**src/rtl/frame_mem_pkg.sv**
```systemverilog
// Shared definitions for the frame memory read path: default geometry,
// reader state type and the per-word frame/line marker tags.
package frame_mem_pkg;

    localparam int DEFAULT_DATA_WIDTH  = 96;
    localparam int DEFAULT_ADDR_WIDTH  = 16;
    localparam int DEFAULT_H_WORDS     = 80;
    localparam int DEFAULT_V_LINES     = 240;
    localparam int DEFAULT_LINE_STRIDE = 128;
    localparam int FIFO_DEPTH          = 4;

    typedef enum logic [1:0] {
        IDLE,
        READ,
        DRAIN
    } fmr_state_t;

    typedef struct packed {
        logic sof;
        logic eol;
        logic eof;
    } word_tag_t;

endpackage

```
**src/rtl/fmr_out_fifo.sv**
```systemverilog
// Four-entry output FIFO holding memory words plus their frame/line tags;
// the head entry is presented directly on the outputs.
module fmr_out_fifo
    import frame_mem_pkg::*;
#(
    parameter int DATA_WIDTH = DEFAULT_DATA_WIDTH
) (
    input  logic                  clk,
    input  logic                  rst,
    input  logic                  push,
    input  logic [DATA_WIDTH-1:0] push_data,
    input  word_tag_t             push_tag,
    input  logic                  pop,
    output logic [DATA_WIDTH-1:0] head_data,
    output word_tag_t             head_tag,
    output logic [2:0]            count
);

    logic [DATA_WIDTH-1:0] data_mem [FIFO_DEPTH];
    word_tag_t             tag_mem  [FIFO_DEPTH];
    logic [1:0]            wr_ptr;
    logic [1:0]            rd_ptr;
    logic                  do_push;
    logic                  do_pop;

    // A push into a full FIFO is only legal when the head leaves in the same cycle.
    assign do_pop  = pop && (count != 3'd0);
    assign do_push = push && ((count != 3'(FIFO_DEPTH)) || do_pop);

    assign head_data = data_mem[rd_ptr];
    assign head_tag  = tag_mem[rd_ptr];

    always_ff @(posedge clk or posedge rst) begin
        if (rst) begin
            wr_ptr <= '0;
            rd_ptr <= '0;
            count  <= '0;
            for (int i = 0; i < FIFO_DEPTH; i++) begin
                data_mem[i] <= '0;
                tag_mem[i]  <= '0;
            end
        end else begin
            if (do_push) begin
                data_mem[wr_ptr] <= push_data;
                tag_mem[wr_ptr]  <= push_tag;
                wr_ptr           <= wr_ptr + 2'd1;
            end
            if (do_pop) begin
                rd_ptr <= rd_ptr + 2'd1;
            end
            case ({do_push, do_pop})
                2'b10:   count <= count + 3'd1;
                2'b01:   count <= count - 3'd1;
                default: count <= count;
            endcase
        end
    end

endmodule

```
**src/rtl/frame_memory_reader.sv**
```systemverilog
// Frame memory read controller: walks one frame of packed words out of the
// synchronous SRAM and streams it with SOF/EOL/EOF markers over valid/ready.
// Define FRM_RD_BASE_EN to add the base_addr port (latched on accepted start).
module frame_memory_reader
    import frame_mem_pkg::*;
#(
    parameter int DATA_WIDTH  = DEFAULT_DATA_WIDTH,
    parameter int ADDR_WIDTH  = DEFAULT_ADDR_WIDTH,
    parameter int H_WORDS     = DEFAULT_H_WORDS,
    parameter int V_LINES     = DEFAULT_V_LINES,
    parameter int LINE_STRIDE = DEFAULT_LINE_STRIDE
) (
    input  logic                  clk,
    input  logic                  rst,
    input  logic                  start,
`ifdef FRM_RD_BASE_EN
    input  logic [ADDR_WIDTH-1:0] base_addr,
`endif
    output logic                  busy,
    output logic                  done,
    output logic                  csn,
    output logic                  wen,
    output logic [ADDR_WIDTH-1:0] addr,
    input  logic [DATA_WIDTH-1:0] dout,
    output logic [DATA_WIDTH-1:0] odata,
    output logic                  ovalid,
    input  logic                  ordy,
    output logic                  osof,
    output logic                  oeol,
    output logic                  oeof
);

    localparam int COL_W  = (H_WORDS > 1) ? $clog2(H_WORDS) : 1;
    localparam int LINE_W = (V_LINES > 1) ? $clog2(V_LINES) : 1;
    localparam logic [COL_W-1:0]      COL_LAST  = COL_W'(H_WORDS - 1);
    localparam logic [LINE_W-1:0]     LINE_LAST = LINE_W'(V_LINES - 1);
    localparam logic [ADDR_WIDTH-1:0] STRIDE    = ADDR_WIDTH'(LINE_STRIDE);

    fmr_state_t            state;
    fmr_state_t            state_next;
    logic [COL_W-1:0]      col;
    logic [LINE_W-1:0]     line;
    logic [ADDR_WIDTH-1:0] line_addr;
    logic [ADDR_WIDTH-1:0] frame_base;
    logic                  inflight;
    word_tag_t             issue_tag;
    word_tag_t             inflight_tag;
    word_tag_t             head_tag;
    logic [2:0]            fifo_count;
    logic                  issue;
    logic                  last_word;
    logic                  pop;

`ifdef FRM_RD_BASE_EN
    assign frame_base = base_addr;
`else
    assign frame_base = '0;
`endif

    // Credit check counts the word still on its way back from the SRAM,
    // so the FIFO can never be asked to take a fifth entry.
    assign issue     = (state == READ) && ((fifo_count + {2'b00, inflight}) < 3'(FIFO_DEPTH));
    assign last_word = (col == COL_LAST) && (line == LINE_LAST);
    assign csn       = ~issue;
    assign wen       = 1'b1;
    assign addr      = issue ? (line_addr + ADDR_WIDTH'(col)) : '0;
    assign busy      = (state != IDLE);

    always_comb begin
        issue_tag     = '0;
        issue_tag.sof = (col == '0) && (line == '0);
        issue_tag.eol = (col == COL_LAST);
        issue_tag.eof = last_word;
    end

    always_ff @(posedge clk or posedge rst) begin
        if (rst) begin
            state <= IDLE;
        end else begin
            state <= state_next;
        end
    end

    // done fires on the DRAIN exit, i.e. once the final word has been accepted.
    always_comb begin
        state_next = state;
        done       = 1'b0;
        case (state)
            IDLE: begin
                if (start) begin
                    state_next = READ;
                end
            end
            READ: begin
                if (issue && last_word) begin
                    state_next = DRAIN;
                end
            end
            DRAIN: begin
                if ((fifo_count == 3'd0) && !inflight) begin
                    state_next = IDLE;
                    done       = 1'b1;
                end
            end
            default: state_next = IDLE;
        endcase
    end

    // line_addr carries base + line*stride so each read only adds the column.
    always_ff @(posedge clk or posedge rst) begin
        if (rst) begin
            col          <= '0;
            line         <= '0;
            line_addr    <= '0;
            inflight     <= 1'b0;
            inflight_tag <= '0;
        end else begin
            inflight     <= issue;
            inflight_tag <= issue_tag;
            if ((state == IDLE) && start) begin
                col       <= '0;
                line      <= '0;
                line_addr <= frame_base;
            end else if (issue) begin
                if (col == COL_LAST) begin
                    col       <= '0;
                    line      <= line + LINE_W'(1);
                    line_addr <= line_addr + STRIDE;
                end else begin
                    col <= col + COL_W'(1);
                end
            end
        end
    end

    assign pop = ovalid && ordy;

    fmr_out_fifo #(
        .DATA_WIDTH (DATA_WIDTH)
    ) u_out_fifo (
        .clk       (clk),
        .rst       (rst),
        .push      (inflight),
        .push_data (dout),
        .push_tag  (inflight_tag),
        .pop       (pop),
        .head_data (odata),
        .head_tag  (head_tag),
        .count     (fifo_count)
    );

    assign ovalid = (fifo_count != 3'd0);
    assign osof   = head_tag.sof;
    assign oeol   = head_tag.eol;
    assign oeof   = head_tag.eof;

endmodule

```
**config.mk**
```make
export PLATFORM = sky130hd
export DESIGN_NAME = frame_memory_reader
export DESIGN_NICKNAME = d
export VERILOG_FILES = /design/src/rtl/frame_mem_pkg.sv /design/src/rtl/fmr_out_fifo.sv /design/src/rtl/frame_memory_reader.sv
export SDC_FILE = /design/constraint.sdc
export NUM_CORES = 1
export LEC_CHECK = 0
export CAP_MARGIN = 40
export CORE_MARGIN = 10
export CORE_UTILIZATION = 59
export CTS_BUF_LIST = sky130_fd_sc_hd__clkbuf_8
export CTS_CLUSTER_DIAMETER = 200
export DETAILED_ROUTE_END_ITERATION = 12
export PLACE_DENSITY = 0.83
export SLEW_MARGIN = 0
export SYNTH_ARGS = -nofsm -noshare
export SYNTH_HDL_FRONTEND = slang
export SYNTH_SLANG_ARGS = --single-unit
```
**constraint.sdc**
```tcl
create_clock -name clk -period 25.4 [get_ports clk]
set_input_delay 5.08 -clock clk [delete_from_list [all_inputs] [get_ports clk]]
set_output_delay 5.08 -clock clk [all_outputs]
set_load 0.005 [all_outputs]
```
==> impl_metrics.py, run 1 <==
metrics = {
    "worst_setup_path": {
        "crit_path_cell_trace": "buf_4 > buf_16 > mux4_2 > clkdlybuf4s50_1",
        "crit_end": "odata[63]",
        "arrival_ns": 3.34,
        "crit_path_max_incr_delay_ns": 0.93,
        "cpMaxStageDelayCell": "dfrtp_4",
        "r2r_end": "u_out_fifo.data_mem[176]",
        "path_class": "flip-flop to primary output",
        "endpoint_kind": "primary output",
        "reg2reg_depth": 6,
        "rrSetupSlack_ns": 22.32,
        "crit_required_ns": 20.32,
        "startpoint": "u_out_fifo.rd_ptr[0]",
        "startpoint_type": "flip-flop",
        "path_max_fanout": 51,
        "r2r_start": "u_out_fifo.count[2]",
    },
    "synth": {
        "synthCells": 1186,
        "synth_nets": 1297,
        "synth_fa_ha_area_share_pct": 0.755,
        "synth.top_cell.area_share_pct": 56.4,
        "ys.flop_type": "dfrtp_1",
        "async_flop_share_pct": 100,
        "synthSimpleGateAreaFrac_pct": 3.00,
        "yosys-top-cells-area": "dfrtp_1, mux2_2, mux4_2",
        "yosysSeqAreaShare_pct": 56.4,
        "synth_xor_area_share_pct": 0.319,
        "synth_area_leader_cell": "dfrtp_1",
        "syn_area_per_cell_um2": 16.2,
        "synth_top_family_by_area": "multiplexers",
        "synth_edf_count": 0,
        "yosysWarnings": 0,
        "ys_types": 47,
        "netlist_area_mm2": 0.0192,
        "synth-seq-cells": 433,
        "synth-compound-area-share_pct": 1.65,
        "synthMuxAreaShare_pct": 35.0,
    },
    "drt": {
        "wl_met2_mm": 20.6,
        "wirelength_mm": 41.5,
        "wl_per_cell_um": 21.7,
        "highest_layer": "met5",
        "remaining_drc_errors": 0,
        "dr.pass1.iters": 4,
        "wl_met3_mm": 2.36,
        "wl_met1_mm": 17.6,
        "ant_nets": 0,
        "avgViaCountPerCell": 5.85,
        "drtIter0Drc": 691,
        "vias": 11193,
    },
    "global_routing": {
        "grt-ovfl-total": 0,
        "grt_max_degree": 199,
        "grt_pass1_wl_mm": 67.7,
        "antenna_found_initial": 3,
        "grt_util_all_layers_pct": 20.8,
        "grt_pass1_vias": 12305,
    },
    "power": {
        "p_seq_share_pct": 37.6,
        "power.static_leakage_nw": 9.87,
        "power_mw": 3.23,
        "p_comb_share_pct": 44.7,
        "internal_power_mw": 2.26,
        "swShare_pct": 30.1,
        "power_density_mw_per_mm2": 139,
        "clkPwrFrac_pct": 17.7,
        "irDropWorstVdd_mv": 0.0852,
        "switchingPower_uw": 971,
    },
    "floorplanning": {
        "die_area_mm2": 0.0402,
        "core_area_mm2": 0.0324,
        "die_x_um": 200,
        "boundaryPins": 220,
        "rows": 66,
        "die_h_um": 200,
        "initial_core_util_pct": 59.3,
    },
    "sta": {
        "tightestPinTransition_ns": 1.05,
        "fin_crit_ns": 8.42,
        "setup_viol": 0,
        "max_freq_mhz": 119,
        "hold_violations": 0,
        "slew_viol_final": 0,
        "grt_setup_unrepaired": "false",
        "skew_ns": 0.0181,
        "final.setup.tns_ns": 0,
        "worst_slew_margin_rel_pct": 29.9,
        "fin_crit_sh_pct": 33.2,
    },
    "clock_tree": {
        "clockRootBuffer": "clkbuf_8",
        "clock-sinks": 433,
        "post_cts_buffers": 0,
        "clock_path_buffers": 3,
        "clk_latency_ns": 0.58,
        "cts_tree": "built",
        "cts_hold_buf": 0,
        "path_clk_slew_ns": 0.06,
        "cts_buffers": 71,
        "htree_levels": 3,
        "cts.repair.resized": 0,
    },
    "place": {
        "dpl.hpwl_mm": 26.1,
        "portBuffers": 218,
        "dp_cells": 1789,
        "gp_congestion": 0.763,
    },
    "finish": {
        "fill_cells": 2120,
        "fin_util_pct": 71.5,
        "final_nets": 1531,
        "fin_cells": 1914,
        "drive_gt1_share_pct": 39.3,
        "area_growth_pct": 20.5,
    },
    "flow_run": {
        "maxCapViolations": 0,
    },
    "hold_path": {
        "min_path_type": "flip-flop to flip-flop",
        "worstHoldStart": "u_out_fifo.data_mem[351]",
    },
    "outcome": {
        "status": "completed",
    },
}
metrics by stage:
stage / cell area (um2) / hold slack (ns) / setup slack [ns]
6_report: 23200 / 0.487 / 16.98
5_1_grt: 23100 / 0.501 / 16.73
4_1_cts: 23100 / 0.492 / 16.87
3_5_place_dp: 21800 / 0.479 / 17.39
3_3_place_gp: 21600 / 0.468 / 17.19
2_1_floorplan: 19200 / 0.459 / 8.26
sequential cells by signal, indices dropped and copies added, names as in the netlist, 2 cells and up:
name	flops
u_out_fifo.wr_ptr	2
u_out_fifo.tag_mem	12
u_out_fifo.data_mem	384
line	8
line_addr	9
u_out_fifo.rd_ptr	2
inflight_tag	3
state	2
u_out_fifo.count	3
col	7
layout make-up:
class                           instances  area (um2)  share of cell area [%]
Timing Repair Buffer                  237        2520                    10.9
Tap cell                              442         553                    2.39
Clock inverter                         35         141                   0.611
Multi-Input combinational cell        663        7830                    33.8
Antenna cell                            3        7.51                  0.0324
Inverter                               14        60.1                   0.259
Sequential cell                       433       10800                    46.8
Clock buffer                           87        1200                    5.17
per-layer routing:
metal	global-route usage, %	vias up
met1	26.8	5912
met2	34.1	286
met4	6.90	2
li1	-	4925
met3	4.92	68
met5	0	-
power by group through the flow:
| stage | Clock, mW | Sequential (mW) | Combinational [mW] |
|---|---|---|---|
| finish | 0.571 | 1.21 | 1.44 |
| global route | 0.621 | 1.25 | 1.55 |
| CTS | 0.587 | 1.21 | 1.47 |
| detailed placement | 0 | 1.22 | 1.46 |
| global placement | 0 | 1.22 | 1.39 |
| floorplan | 0 | 1.14 | 0.952 |
critical path, delay by kind of cell, from the launching register on:
family | cells | cell delay (ns)
flops | 1 | 0.93
mux | 1 | 0.55
buf+inv | 3 | 1.22
kinds of logic after synthesis:
family          count (synthesis)
flops                         433
mux                           498
xor+xnor                        7
fa+ha+maj                      11
compound gates                 50
other cells                     1
simple gates                   96
buf+inv                        90
worst min-delay path by stage:
stage,slack (ns),depth (start not counted),end
floorplan,0.46,1,u_out_fifo.data_mem[192]
global placement,0.47,1,u_out_fifo.data_mem[348]
detailed placement,0.48,1,u_out_fifo.data_mem[201]
CTS,0.49,1,u_out_fifo.data_mem[351]
global route,0.50,1,u_out_fifo.data_mem[351]
finish,0.49,1,u_out_fifo.data_mem[351]
placed cells by master, fill, tap and decap left out, types with 9 or more instances in the layout:
cell,instances
nor2_1,12
a21oi_1,20
o31ai_1,9
inv_1,44
clkbuf_8,87
clkdlybuf4s50_1,218
ha_1,10
nand3_1,12
mux4_2,99
dfrtp_1,431
and2_1,15
mux2_1,40
or4_1,10
buf_16,9
mux2_2,357
buf_4,9
nand2_1,13
Yosys cell counts (all sizes together), types with 2 or more instances:
cell type and count:
inv 14, and4 3, or4 10, nand3 12, a21oi 20, a41o 4
nand2 17, and2 15, buf 68, xnor2 6, mux4 99, a31oi 4
nand2b 2, dfrtp 433, nand4 4, clkbuf 8, or3 3, o31ai 9
nor3b 2, mux2 397, and3 4, nor3 4, o21ai 8, ha 10
nand4b 2, mux2i 2, nor2 12
No activity file was read; power rests on OpenSTA's default activity.
==> run 2: changes to the inputs <==
--- a/config.mk
+++ b/config.mk
@@ -7,11 +7,11 @@
 export LEC_CHECK = 0
 export CAP_MARGIN = 40
 export CORE_MARGIN = 10
-export CORE_UTILIZATION = 59
+export CORE_UTILIZATION = 58
 export CTS_BUF_LIST = sky130_fd_sc_hd__clkbuf_8
 export CTS_CLUSTER_DIAMETER = 200
 export DETAILED_ROUTE_END_ITERATION = 12
-export PLACE_DENSITY = 0.83
+export PLACE_DENSITY = 0.82
 export SLEW_MARGIN = 0
 export SYNTH_ARGS = -nofsm -noshare
 export SYNTH_HDL_FRONTEND = slang
==> constraint.sdc (replaced) <==
create_clock -name clk -period 8.08 [get_ports clk]
set_input_delay 1.616 -clock clk [delete_from_list [all_inputs] [get_ports clk]]
set_output_delay 1.616 -clock clk [all_outputs]
set_load 0.005 [all_outputs]
==> run 2 against run 1 <==
  * Die area rose by 1.6%
  * Total power rose to 3.1 times the previous value
  * Sequential power grew to 3.1 times the previous value
  * Combinational power grew to 3.1 times the previous value
  * Register-to-register slack got worse by 17 ns
  * Non-clock buffer count decreased by 1
  * Flip-flop and latch count unchanged
  * Final cell count about the same
  * Clock-buffer cell count grew 3
  * Design area barely moved
  * Via count down 0.43%
==> impl_metrics.py, run 2 (synthesis results as in run 1) <==
metrics = {
    "outcome": {
        "status": "completed",
    },
    "sta": {
        "slew_viol_final": 0,
        "hold_violations": 0,
        "final.setup.tns_ns": 0,
        "tightestPinTransition_ns": 0.981,
        "skew_ns": 0.0219,
        "setup_viol": 0,
        "fin_crit_sh_pct": 62.6,
        "fin_crit_ns": 5.06,
        "worst_slew_margin_rel_pct": 34.6,
        "max_freq_mhz": 198,
        "grt_setup_unrepaired": "false",
    },
    "global_routing": {
        "grt_pass1_vias": 12293,
        "grt_util_all_layers_pct": 20.6,
        "grt_pass1_wl_mm": 67.8,
        "grt_max_degree": 182,
        "grt-ovfl-total": 0,
        "antenna_found_initial": 3,
    },
    "place": {
        "portBuffers": 218,
        "gp_congestion": 0.810,
        "dpl.hpwl_mm": 26.1,
    },
    "hold_path": {
        "min_path_type": "flip-flop to flip-flop",
        "worstHoldStart": "u_out_fifo.data_mem[104]",
    },
    "clock_tree": {
        "clock-sinks": 433,
        "clk_latency_ns": 0.61,
        "path_clk_slew_ns": 0.06,
        "htree_levels": 3,
        "cts.repair.resized": 0,
        "cts_buffers": 72,
        "post_cts_buffers": 0,
        "clock_path_buffers": 3,
        "cts_tree": "built",
        "clockRootBuffer": "clkbuf_8",
        "cts_hold_buf": 0,
    },
    "floorplanning": {
        "die_area_mm2": 0.0408,
        "die_h_um": 202,
        "die_x_um": 202,
        "boundaryPins": 220,
        "rows": 66,
        "initial_core_util_pct": 58.9,
        "core_area_mm2": 0.0326,
    },
    "finish": {
        "final_cell_mix": "dfrtp_1, mux2_2, clkdlybuf4s50_1",
        "final_nets": 1531,
        "fill_cells": 2198,
        "multi_input_area_mm2": 0.00783,
        "area_growth_pct": 20.4,
        "largest_reg_flops": 384,
        "fin_util_pct": 70.9,
        "final_common_cell": "dfrtp_1",
        "largest-register": "u_out_fifo.data_mem",
        "largestRegisters": "u_out_fifo.data_mem x384, u_out_fifo.tag_mem x12, line_addr x9",
        "ff_latch_area_mm2": 0.0108,
        "drive_gt1_share_pct": 39.7,
    },
    "drt": {
        "vias": 11145,
        "drtIter0Drc": 533,
        "dr.pass1.iters": 7,
        "remaining_drc_errors": 0,
        "ant_nets": 0,
        "wirelength_mm": 41.1,
        "avgViaCountPerCell": 5.83,
        "wl_per_cell_um": 21.5,
    },
    "worst_setup_path": {
        "reg2reg_depth": 6,
        "endpoint_kind": "primary output",
        "startpoint": "u_out_fifo.rd_ptr[0]",
        "crit_path_cell_trace": "buf_16 > buf_4 > mux4_2 > clkdlybuf4s50_1",
        "arrival_ns": 3.44,
        "cp.depth": 4,
        "path_class": "flip-flop to primary output",
        "path_max_fanout": 49,
        "rrSetupSlack_ns": 5.06,
        "crit_end": "oeol",
        "worst-path-buf-inv": 3,
        "crit_required_ns": 6.46,
        "crit_path_max_incr_delay_ns": 0.74,
        "startpoint_type": "flip-flop",
        "cpMaxStageDelayCell": "buf_4",
        "r2r_end": "u_out_fifo.data_mem[91]",
        "r2r_start": "u_out_fifo.count[2]",
        "cp_top_family": "buffers and inverters",
    },
    "power": {
        "irDropWorstVdd_mv": 0.256,
        "power_density_mw_per_mm2": 439,
        "power.static_leakage_nw": 9.84,
    },
    "flow_run": {
        "maxCapViolations": 0,
    },
}
[run 2: final cells by class]
cell class	instances	share of cell area [%]
Tap cell	442	2.39
Clock inverter	34	0.633
Inverter	14	0.243
Timing Repair Buffer	236	10.6
Clock buffer	90	5.35
Antenna cell	1	0.0108
Multi-Input combinational cell	663	33.9
Sequential cell	433	46.9
[run 2: per-stage QoR]
stage                     worst slack (ns)  instances  area, um2  hold WS, ns  power [mW]
after detailed placement              3.58       1788      21700        0.480        8.43
after global routing                  2.82       1912      23100        0.498        10.8
final                                 3.02       1913      23100        0.490        10.1
after CTS                             2.91       1912      23100        0.493        10.3
after global placement                3.41       1782      21600        0.468        8.19
after floorplan                      0.617       1186      19200        0.459        6.58
[run 2: worst min path at each step]
stage / cells past startpoint / slack (ns) / to
6_report: 1 / 0.49 / u_out_fifo.data_mem[104]
5_1_grt: 1 / 0.50 / u_out_fifo.data_mem[352]
4_1_cts: 1 / 0.49 / u_out_fifo.data_mem[352]
3_5_place_dp: 1 / 0.48 / u_out_fifo.data_mem[352]
3_3_place_gp: 1 / 0.47 / u_out_fifo.data_mem[198]
2_1_floorplan: 1 / 0.46 / u_out_fifo.data_mem[192]
[run 2: per-layer routing]
metal  part of all wire [%]  global-route usage, %  wire length [um]  up-vias
met3                    4.8                   5.07              1990       69
met2                     50                   33.7             20700      236
met4                    1.7                   6.12               705        4
met1                     43                   26.7             17700     5912
li1                       -                      -                 -     4924
met5                  0.054                      0                22        -
[run 2: worst register-to-register path, stage by stage, from the launching register on]
cell     delay, ns
dfrtp_1       0.44
inv_2         0.06
o41a_1        0.64
nand2_4       0.39
buf_16        0.27
buf_4         0.63
mux2_2        0.45
[run 2: power breakdown]
group	total [mW]	switching [mW]	internal [mW]
clock	1.83	0.832	0.997
sequential	3.80	0.578	3.23
combinational	4.52	1.64	2.88
total	10.1	3.05	7.10
==> run 3: changes to the inputs <==
==> constraint.sdc (replaced) <==
create_clock -name clk -period 4.9 [get_ports clk]
set_input_delay 0.98 -clock clk [delete_from_list [all_inputs] [get_ports clk]]
set_output_delay 0.98 -clock clk [all_outputs]
set_load 0.005 [all_outputs]
==> run 3 against run 2 <==
  * Clock power rose by 67%
  * Register-to-register slack got worse by 2.8 ns
  * Setup slack got worse by 2.1 ns
  * Global-route usage rose by 0.11 points
  * Non-clock buffer count rose by 9
  * Die area did not move
  * Design area rose by 0.35%
  * Total power rose by 66%
  * Core utilization rose by 0.25 points
  * Flip-flop and latch count did not move
  * First-iteration DRC count fell by 5.6%
==> impl_metrics.py, run 3 (synthesis results as in run 1) <==
metrics = {
    "outcome": {
        "status": "completed",
    },
    "clock_tree": {
        "post_cts_buffers": 0,
        "cts_hold_buf": 0,
        "cts_tree": "built",
        "clk_latency_ns": 0.57,
        "cts.repair.resized": 0,
        "clock-sinks": 433,
        "clock_path_buffers": 3,
        "cts_buffers": 71,
        "clockRootBuffer": "clkbuf_8",
        "htree_levels": 3,
        "path_clk_slew_ns": 0.06,
    },
    "place": {
        "dp_cells": 1797,
        "dpl.hpwl_mm": 27.2,
        "gp_congestion": 0.760,
        "portBuffers": 218,
        "placed_cell_area_mm2": 0.0218,
    },
    "global_routing": {
        "antenna_found_initial": 6,
        "grt-ovfl-total": 0,
        "met1_usage_pct": 26.9,
        "grtUsageMet3_pct": 4.48,
        "grt_util_all_layers_pct": 20.7,
        "grt_busiest_layer": "met2",
        "grt_pass1_vias": 12297,
        "grt_pass1_wl_mm": 68.3,
        "grt_use_met2_pct": 34.6,
        "grt_max_degree": 101,
    },
    "drt": {
        "vias": 11154,
        "drtIter0Drc": 503,
        "avgViaCountPerCell": 5.81,
        "wirelength_mm": 41.6,
        "wl_per_cell_um": 21.7,
        "ant_nets": 0,
        "remaining_drc_errors": 0,
        "dr.pass1.iters": 5,
    },
    "finish": {
        "final_common_cell": "dfrtp_1",
        "largestRegisters": "u_out_fifo.data_mem x384, u_out_fifo.tag_mem x12, line_addr x9",
        "drive_gt1_share_pct": 40.5,
        "final_cell_mix": "dfrtp_1, mux2_2, clkdlybuf4s50_1",
        "final_nets": 1539,
        "fin_cells": 1921,
        "finalInstanceArea_mm2": 0.0232,
        "largest_reg_flops": 384,
        "area_growth_pct": 20.8,
        "largest-register": "u_out_fifo.data_mem",
    },
    "floorplanning": {
        "die_h_um": 202,
        "die_x_um": 202,
        "die_area_mm2": 0.0408,
        "boundaryPins": 220,
        "core_area_mm2": 0.0326,
        "initial_core_util_pct": 58.9,
        "rows": 66,
    },
    "power": {
        "power.static_leakage_nw": 9.87,
        "power_density_mw_per_mm2": 725,
        "irDropWorstVdd_mv": 0.406,
    },
    "worst_setup_path": {
        "startpoint_type": "flip-flop",
        "arrival_ns": 3.01,
        "path_max_fanout": 39,
        "worst-path-buf-inv": 2,
        "crit_path_cell_trace": "buf_4 > mux4_2 > clkdlybuf4s50_1",
        "path_class": "flip-flop to primary output",
        "cp_top_family": "flip-flops",
        "cpMaxStageDelayCell": "dfrtp_4",
        "crit_required_ns": 3.92,
        "endpoint_kind": "primary output",
        "crit_path_max_incr_delay_ns": 0.95,
    },
    "flow_run": {
        "maxCapViolations": 0,
    },
    "sta": {
        "worst_slew_margin_rel_pct": 43.4,
        "setup_viol": 0,
        "final.setup.tns_ns": 0,
        "hold_violations": 0,
        "skew_ns": 0.0235,
        "tightestPinTransition_ns": 0.847,
        "fin_hold_ws_ns": 0.487,
        "grt_setup_unrepaired": "false",
        "fin_crit_ns": 3.99,
        "fin_crit_sh_pct": 81.5,
        "max_freq_mhz": 251,
        "slew_viol_final": 0,
    },
    "hold_path": {
        "min_path_type": "flip-flop to flip-flop",
    },
}
## run 3: changes by cell type in the layout (fill, tap and decap cells not counted), sizes merged
cell,change
clkinv,+6
clkbuf,-1
diode,+2
inv,-7
bufinv,+1
buf,+9
clkinvlp,-2
## run 3: worst paths after layout
kind	to	cells past startpoint	slack (ns)	from
max	odata[58]	3	0.91	u_out_fifo.rd_ptr[1]
min	u_out_fifo.data_mem[198]	1	0.49	u_out_fifo.data_mem[198]
max reg2reg	u_out_fifo.data_mem[191]	5	2.21	u_out_fifo.count[2]
min reg2reg	u_out_fifo.data_mem[198]	1	0.49	u_out_fifo.data_mem[198]
max in group asynchronous	u_out_fifo.data_mem[128]	4	3.22	rst
min in group asynchronous	u_out_fifo.data_mem[368]	2	0.71	rst
## run 3: per-stage QoR
stage	setup WS (ns)	power, mW	util (%)
floorplan	-1.93	10.8	-
global placement	1.44	13.6	66.8
detailed placement	1.40	13.9	66.9
CTS	0.816	17.1	71.1
global route	0.715	17.8	71.2
finish	0.909	16.8	71.2
## run 3: power by group
part,internal (mW),switching [mW],leakage (nW)
registers,5.32,1.03,5.18
clock network,1.69,1.37,0.794
logic,4.75,2.68,3.89
total,11.8,5.08,9.87
## run 3: metal layers
layer	part of all wire (%)	up-vias	routed length (um)
met5	0.10	-	43
met3	4.7	60	1970
met4	1.6	6	661
met2	51	233	21100
li1	-	4938	-
met1	43	5917	17900
## run 3: cell type report
class | instances | area [um2]
Multi-Input combinational cell | 663 | 7830
Timing Repair Buffer | 245 | 2520
Tap cell | 442 | 553
Inverter | 14 | 56.3
Clock buffer | 89 | 1220
Sequential cell | 433 | 10800
Fill cell | 2114 | 9410
Antenna cell | 3 | 7.51
Clock inverter | 32 | 175
